--- src/rtl/io_port_pkg.sv ---
// Shared types and defaults for the CPU parallel I/O port controller.
package io_port_pkg;

   localparam int DATA_W_DEFAULT = 32;

   typedef enum logic {
      IDLE = 1'b0,
      HELD = 1'b1
   } rx_state_t;

endpackage

--- src/rtl/sync_fifo.sv ---
// First-word fall-through FIFO with a registered head word and occupancy count.
module sync_fifo #(
   parameter int DATA_W = 32,
   parameter int DEPTH  = 4,
   parameter int AW     = 2
) (
   input  logic              clk,
   input  logic              rst,
   input  logic              push,
   input  logic [DATA_W-1:0] wr_data,
   input  logic              pop,
   output logic              full,
   output logic              empty,
   output logic [AW:0]       count,
   output logic [DATA_W-1:0] head
);

   localparam logic [AW:0] FULL_CNT = (AW+1)'(DEPTH);
   localparam logic [AW:0] ZERO_CNT = {(AW+1){1'b0}};

   logic [DATA_W-1:0] mem [DEPTH];
   logic [AW-1:0]     wr_ptr;
   logic [AW-1:0]     rd_ptr;
   logic [AW:0]       count_q;
   logic [DATA_W-1:0] head_q;

   logic              push_ok;
   logic              pop_ok;
   logic [AW:0]       remaining;
   logic [AW:0]       count_next;
   logic [AW-1:0]     rd_next;
   logic [DATA_W-1:0] head_next;

   assign full    = (count_q == FULL_CNT);
   assign empty   = (count_q == ZERO_CNT);
   // A full FIFO still takes a push when the head leaves in the same cycle.
   assign push_ok = push & (~full | pop);
   assign pop_ok  = pop & ~empty;
   assign count   = count_q;
   assign head    = head_q;

   // Next-state for count, read pointer and the registered head word.
   always_comb begin
      remaining  = count_q - (AW+1)'(pop_ok);
      count_next = remaining + (AW+1)'(push_ok);
      rd_next    = pop_ok ? (rd_ptr + AW'(1)) : rd_ptr;
      head_next  = head_q;
      if (push_ok && (remaining == ZERO_CNT)) begin
         head_next = wr_data;
      end else if (count_next != ZERO_CNT) begin
         head_next = mem[rd_next];
      end else begin
         head_next = head_q;
      end
   end

   // Storage array; contents after reset are don't-care.
   always_ff @(posedge clk) begin
      if (push_ok) begin
         mem[wr_ptr] <= wr_data;
      end
   end

   // Pointers, occupancy and head register.
   always_ff @(posedge clk or posedge rst) begin
      if (rst) begin
         wr_ptr  <= {AW{1'b0}};
         rd_ptr  <= {AW{1'b0}};
         count_q <= ZERO_CNT;
         head_q  <= {DATA_W{1'b0}};
      end else begin
         wr_ptr  <= push_ok ? (wr_ptr + AW'(1)) : wr_ptr;
         rd_ptr  <= rd_next;
         count_q <= count_next;
         head_q  <= head_next;
      end
   end

endmodule

--- src/rtl/io_port_ctrl.sv ---
// Device-side partner of the CPU I/O ports: outbound write FIFO, inbound
// single-word holding register, and sticky overflow/underrun flags.
module io_port_ctrl
   import io_port_pkg::*;
#(
   parameter int DATA_W = DATA_W_DEFAULT,
   parameter int DEPTH  = 4,
   parameter int AW     = 2
) (
   input  logic              clk,
   input  logic              rst,
   input  logic              out_wr,
   input  logic [DATA_W-1:0] out_data,
   output logic [DATA_W-1:0] dev_tx_data,
   output logic              dev_tx_valid,
   input  logic              dev_tx_ready,
   input  logic [DATA_W-1:0] dev_rx_data,
   input  logic              dev_rx_valid,
   output logic              dev_rx_ready,
   output logic [DATA_W-1:0] inport_data,
   output logic              in_avail,
   input  logic              in_rd,
   output logic [AW:0]       out_count,
   output logic              ovf_err,
   output logic              unf_err,
   input  logic              clr_err
);

   rx_state_t state;
   logic      fifo_full;
   logic      fifo_empty;
   logic      pop_req;
   logic      ovf_evt;
   logic      unf_evt;

   assign dev_tx_valid = ~fifo_empty;
   assign pop_req      = dev_tx_valid & dev_tx_ready;
   assign ovf_evt      = out_wr & fifo_full & ~pop_req;
   assign unf_evt      = in_rd & ~in_avail;
   assign dev_rx_ready = (state == IDLE);

   sync_fifo #(
      .DATA_W (DATA_W),
      .DEPTH  (DEPTH),
      .AW     (AW)
   ) u_fifo (
      .clk     (clk),
      .rst     (rst),
      .push    (out_wr),
      .wr_data (out_data),
      .pop     (pop_req),
      .full    (fifo_full),
      .empty   (fifo_empty),
      .count   (out_count),
      .head    (dev_tx_data)
   );

   // Inbound capture FSM; inport_data keeps the last word after it is read.
   always_ff @(posedge clk or posedge rst) begin
      if (rst) begin
         state       <= IDLE;
         inport_data <= {DATA_W{1'b0}};
         in_avail    <= 1'b0;
      end else begin
         case (state)
            IDLE: begin
               if (dev_rx_valid) begin
                  inport_data <= dev_rx_data;
                  in_avail    <= 1'b1;
                  state       <= HELD;
               end
            end
            HELD: begin
               if (in_rd) begin
                  in_avail <= 1'b0;
                  state    <= IDLE;
               end
            end
            default: begin
               in_avail <= 1'b0;
               state    <= IDLE;
            end
         endcase
      end
   end

   // Sticky error flags; a new event wins over a same-cycle clear.
   always_ff @(posedge clk or posedge rst) begin
      if (rst) begin
         ovf_err <= 1'b0;
         unf_err <= 1'b0;
      end else begin
         if (ovf_evt) begin
            ovf_err <= 1'b1;
         end else if (clr_err) begin
            ovf_err <= 1'b0;
         end
         if (unf_evt) begin
            unf_err <= 1'b1;
         end else if (clr_err) begin
            unf_err <= 1'b0;
         end
      end
   end

endmodule

--- config.mk ---
export PLATFORM = sky130hd
export DESIGN_NAME = io_port_ctrl
export DESIGN_NICKNAME = d
export VERILOG_FILES = /design/src/rtl/io_port_pkg.sv /design/src/rtl/sync_fifo.sv /design/src/rtl/io_port_ctrl.sv
export SDC_FILE = /design/constraint.sdc
export NUM_CORES = 1
export LEC_CHECK = 0
export BUFFER_PORTS_ARGS = -buffer_cell sky130_fd_sc_hd__buf_2
export CORE_ASPECT_RATIO = 1.4
export CORE_MARGIN = 3
export CORE_UTILIZATION = 45
export DETAILED_ROUTE_END_ITERATION = 7
export PLACE_DENSITY = 0.77
export SLEW_MARGIN = 5
export SYNTH_ARGS = -nofsm -noshare
export SYNTH_HDL_FRONTEND = slang
export SYNTH_HIERARCHICAL = 1
export SYNTH_SLANG_ARGS = --single-unit
export TNS_END_PERCENT = 50
--- constraint.sdc ---
create_clock -name clk -period 4.7 [get_ports clk]
set_input_delay 1.175 -clock clk [delete_from_list [all_inputs] [get_ports clk]]
set_output_delay 1.175 -clock clk [all_outputs]
set_load 0.01 [all_outputs]
==> impl_metrics.tcl <==
set metrics [dict create \
    status "completed" \
    wl_met1_microns 8540 \
    rsz0062_at_grt "no" \
    reg2reg_to "u_fifo/head[18]$_DFFE_PP0P_" \
    end_kind "flip-flop" \
    synthFlopType "edfxtp_1" \
    p_int_w 0.00452 \
    detail_route.wl_per_cell_microns 18.2 \
    path_max_fanout 31 \
    setup.worst_path.start_class "input pin" \
    grt_pass1_vias 6983 \
    rows 62 \
    reg2reg_from "u_fifo/count[2]$_DFF_PP0_" \
    slew_headroom_pct 20.2 \
    fin_nets 1049 \
    synth_cells 865 \
    finalCritPeriodShare_pct 76.8 \
    critical_path_class "input pin to flip-flop" \
    drtAntennaViolNets 0 \
    dr.max_layer_used "met5" \
    cts_setup_buffers 0 \
    avgViaCountPerCell 5.77 \
    endpoint "u_fifo/head[18]$_DFFE_PP0P_" \
    drc_errors 0 \
    dp_slack_ns 0.600 \
    pwr-share-clk_pct 22.1 \
    seq_area_frac_synth_pct 60.7 \
    dr_wl_met2_microns 11500 \
    wl_met3_microns 1690 \
    ir_drop_uv 387 \
    dieWidth_microns 128 \
    max_cap_violations 0 \
    num_vias 7151 \
    place.gp.congestion 0.753 \
    fp.dieH_microns 177 \
    power_density_nw_per_um2 682 \
    final_common_cell "nand2_1" \
    die_area_sq_um 22700 \
    comb_power_share_pct 40.6 \
    worstPathArrival_ns 4.02 \
    grt_pass1_wl_microns 35400 \
    async_reset_ff_share_pct 36.9 \
    cp_data_required_time_ns 5.11 \
    cts_resized 0 \
    synth_warnings 6 \
    cts_tree "done" \
    r2r_cells 13 \
    place_inst 1204 \
    clkLatencyLatePin_ns 0.49 \
    hold_class "flip-flop to flip-flop" \
    hold_viol 0 \
    synth_cell_types 47 \
    clkTransAtPathRegs_ns 0.06 \
    worstMarginPinSlew_ns 1.19 \
    num_io_pins 143 \
    reg2reg_slack_ns 1.21 \
    maxSlewViolCount 0 \
    sequentialPowerShare_pct 37.3 \
    avgSynthCellArea_sq_um 10.9 \
    synth_edf_count 128 \
    cts_hold_buf 0 \
    layout_common_cells "nand2_1 (212), buf_2 (142), edfxtp_1 (128)" \
    layout_setup_ws_ns 1.09 \
    start_util_pct 45.8 \
    final_core_util_pct 53.0 \
    syn-num-nets 944 \
    cts_buffer_depth 3 \
    initialDrtViolationCount 519 \
    area_delta_synth_final_pct 15.6 \
    p_total_w 0.00743 \
    fmax_mhz 277 \
    finalClockSkew_ns 0.00653 \
    ys_ff_latch 203 \
    antenna_found_initial 2 \
    stdcell_count 1240 \
    port_buffers 142 \
    clockRootBuffer "clkbuf_16" \
    antenna_cells 0 \
    grt_max_degree 104 \
    syn-cell-area_sq_um 9420 \
    p_switching_w 0.00292 \
    cts_made_buffers 20 \
    swShare_pct 39.2 \
    wl_microns 22500 \
    clock-sinks 203 \
    grt-ovfl-total 0 \
    drive_above_1_share_pct 23.4 \
    setup_violations 0 \
    layout_min_cycle_time_ns 3.61 \
    core_area_sq_um 20600 \
    p_leak_nw 4.43 \
    htree_levels 1 \
    crit_start "dev_tx_ready" \
    timing.setup.tns_ns 0 \
    grt_use_total_pct 19.5 \
    drtPass1Iterations 5 \
    dp_hpwl_microns 13200 \
]
layout make-up:
class,instances,area (sq um)
inverters,18,67.6
clock inverters,7,85.1
multi-input cells,575,3300
well taps,256,320
clock buffers,29,596
repair buffers,152,798
flip-flops and latches,203,5730
fillers,1760,9660
flip-flops by register name (all words and copies together) (netlist names):
signal	count
inport_data	32
u_fifo/mem	128
u_fifo/count	3
u_fifo/rd_ptr	2
u_fifo/head	32
state	1
u_fifo/wr_ptr	2
ovf_err	1
in_avail	1
unf_err	1
cells in the mapped netlist (3+ instances only):
cell,n,share of area [%]
a22oi_1,31,2.5
clkbuf_1,33,1.3
xnor2_1,4,0.37
mux2_4,28,4.5
buf_1,4,0.16
dfrtp_1,75,20
ha_1,8,1.1
a21oi_1,37,2.0
buf_2,23,1.2
edfxtp_1,128,41
inv_1,17,0.68
nor3_1,32,1.7
nand2_1,212,8.4
a31oi_1,29,1.9
buf_4,4,0.32
nand4_1,28,1.9
o21ai_0,32,1.7
nor3b_1,3,0.24
o21ai_1,29,1.5
mux2_2,4,0.48
nor2b_1,6,0.40
and2_1,5,0.33
nand3_1,59,3.1
critical path, stage by stage:
cell and delay, ns:
buf_2 0.07, nor2b_1 0.37, o31ai_4 0.15, inv_2 0.08
ha_1 0.14, ha_1 0.22, inv_1 0.07, ha_1 0.14
xor3_1 0.18, or3_4 0.16, nor2b_4 0.79, o311ai_0 0.29
o21ai_1 0.18
logic make-up after synthesis:
family / Yosys count / synth area share (%)
and+or+nand+nor: 354 / 16.9
buffers and inverters: 87 / 4.55
xor gates and xnor gates: 5 / 0.624
adders and majority gates: 8 / 1.06
DFF: 203 / 60.7
muxes: 34 / 5.15
AOI/OAI and AO/OA: 174 / 11.0
metrics by stage:
| stage | instance area [sq um] | hold slack [ns] |
|---|---|---|
| 2_1_floorplan | 9420 | 0.494 |
| 5_1_grt | 10900 | 0.523 |
| 3_3_place_gp | 10200 | 0.476 |
| 3_5_place_dp | 10200 | 0.488 |
| 4_1_cts | 10900 | 0.507 |
| 6_report | 10900 | 0.504 |
per-layer routing:
metal	global-route usage, %	up-vias
met1	22.9	3426
li1	-	3320
met2	34.2	328
met5	0	-
met3	3.96	73
met4	8.67	4
worst min path at each step:
stage	start	to	slack [ns]	depth (start not counted)
3_5_place_dp	inport_data[5]$_DFFE_PP0P_	inport_data[5]$_DFFE_PP0P_	0.49	1
3_3_place_gp	in_avail$_DFFE_PP0P_	unf_err$_DFFE_PP0P_	0.48	1
5_1_grt	u_fifo/head[14]$_DFFE_PP0P_	u_fifo/head[14]$_DFFE_PP0P_	0.52	2
4_1_cts	inport_data[25]$_DFFE_PP0P_	inport_data[25]$_DFFE_PP0P_	0.51	1
6_report	u_fifo/head[17]$_DFFE_PP0P_	u_fifo/head[17]$_DFFE_PP0P_	0.50	2
2_1_floorplan	state$_DFF_PP0_	state$_DFF_PP0_	0.49	1
power groups by stage:
| stage | combinational, W | clock, W | sequential [W] |
|---|---|---|---|
| global route | 0.00336 | 0.00173 | 0.00282 |
| CTS | 0.00302 | 0.00168 | 0.00276 |
| floorplan | 0.00214 | 0 | 0.00276 |
| finish | 0.00302 | 0.00164 | 0.00277 |
| detailed placement | 0.00303 | 0 | 0.00278 |
| global placement | 0.00291 | 0 | 0.00279 |
(Power assumes the default switching activity.)
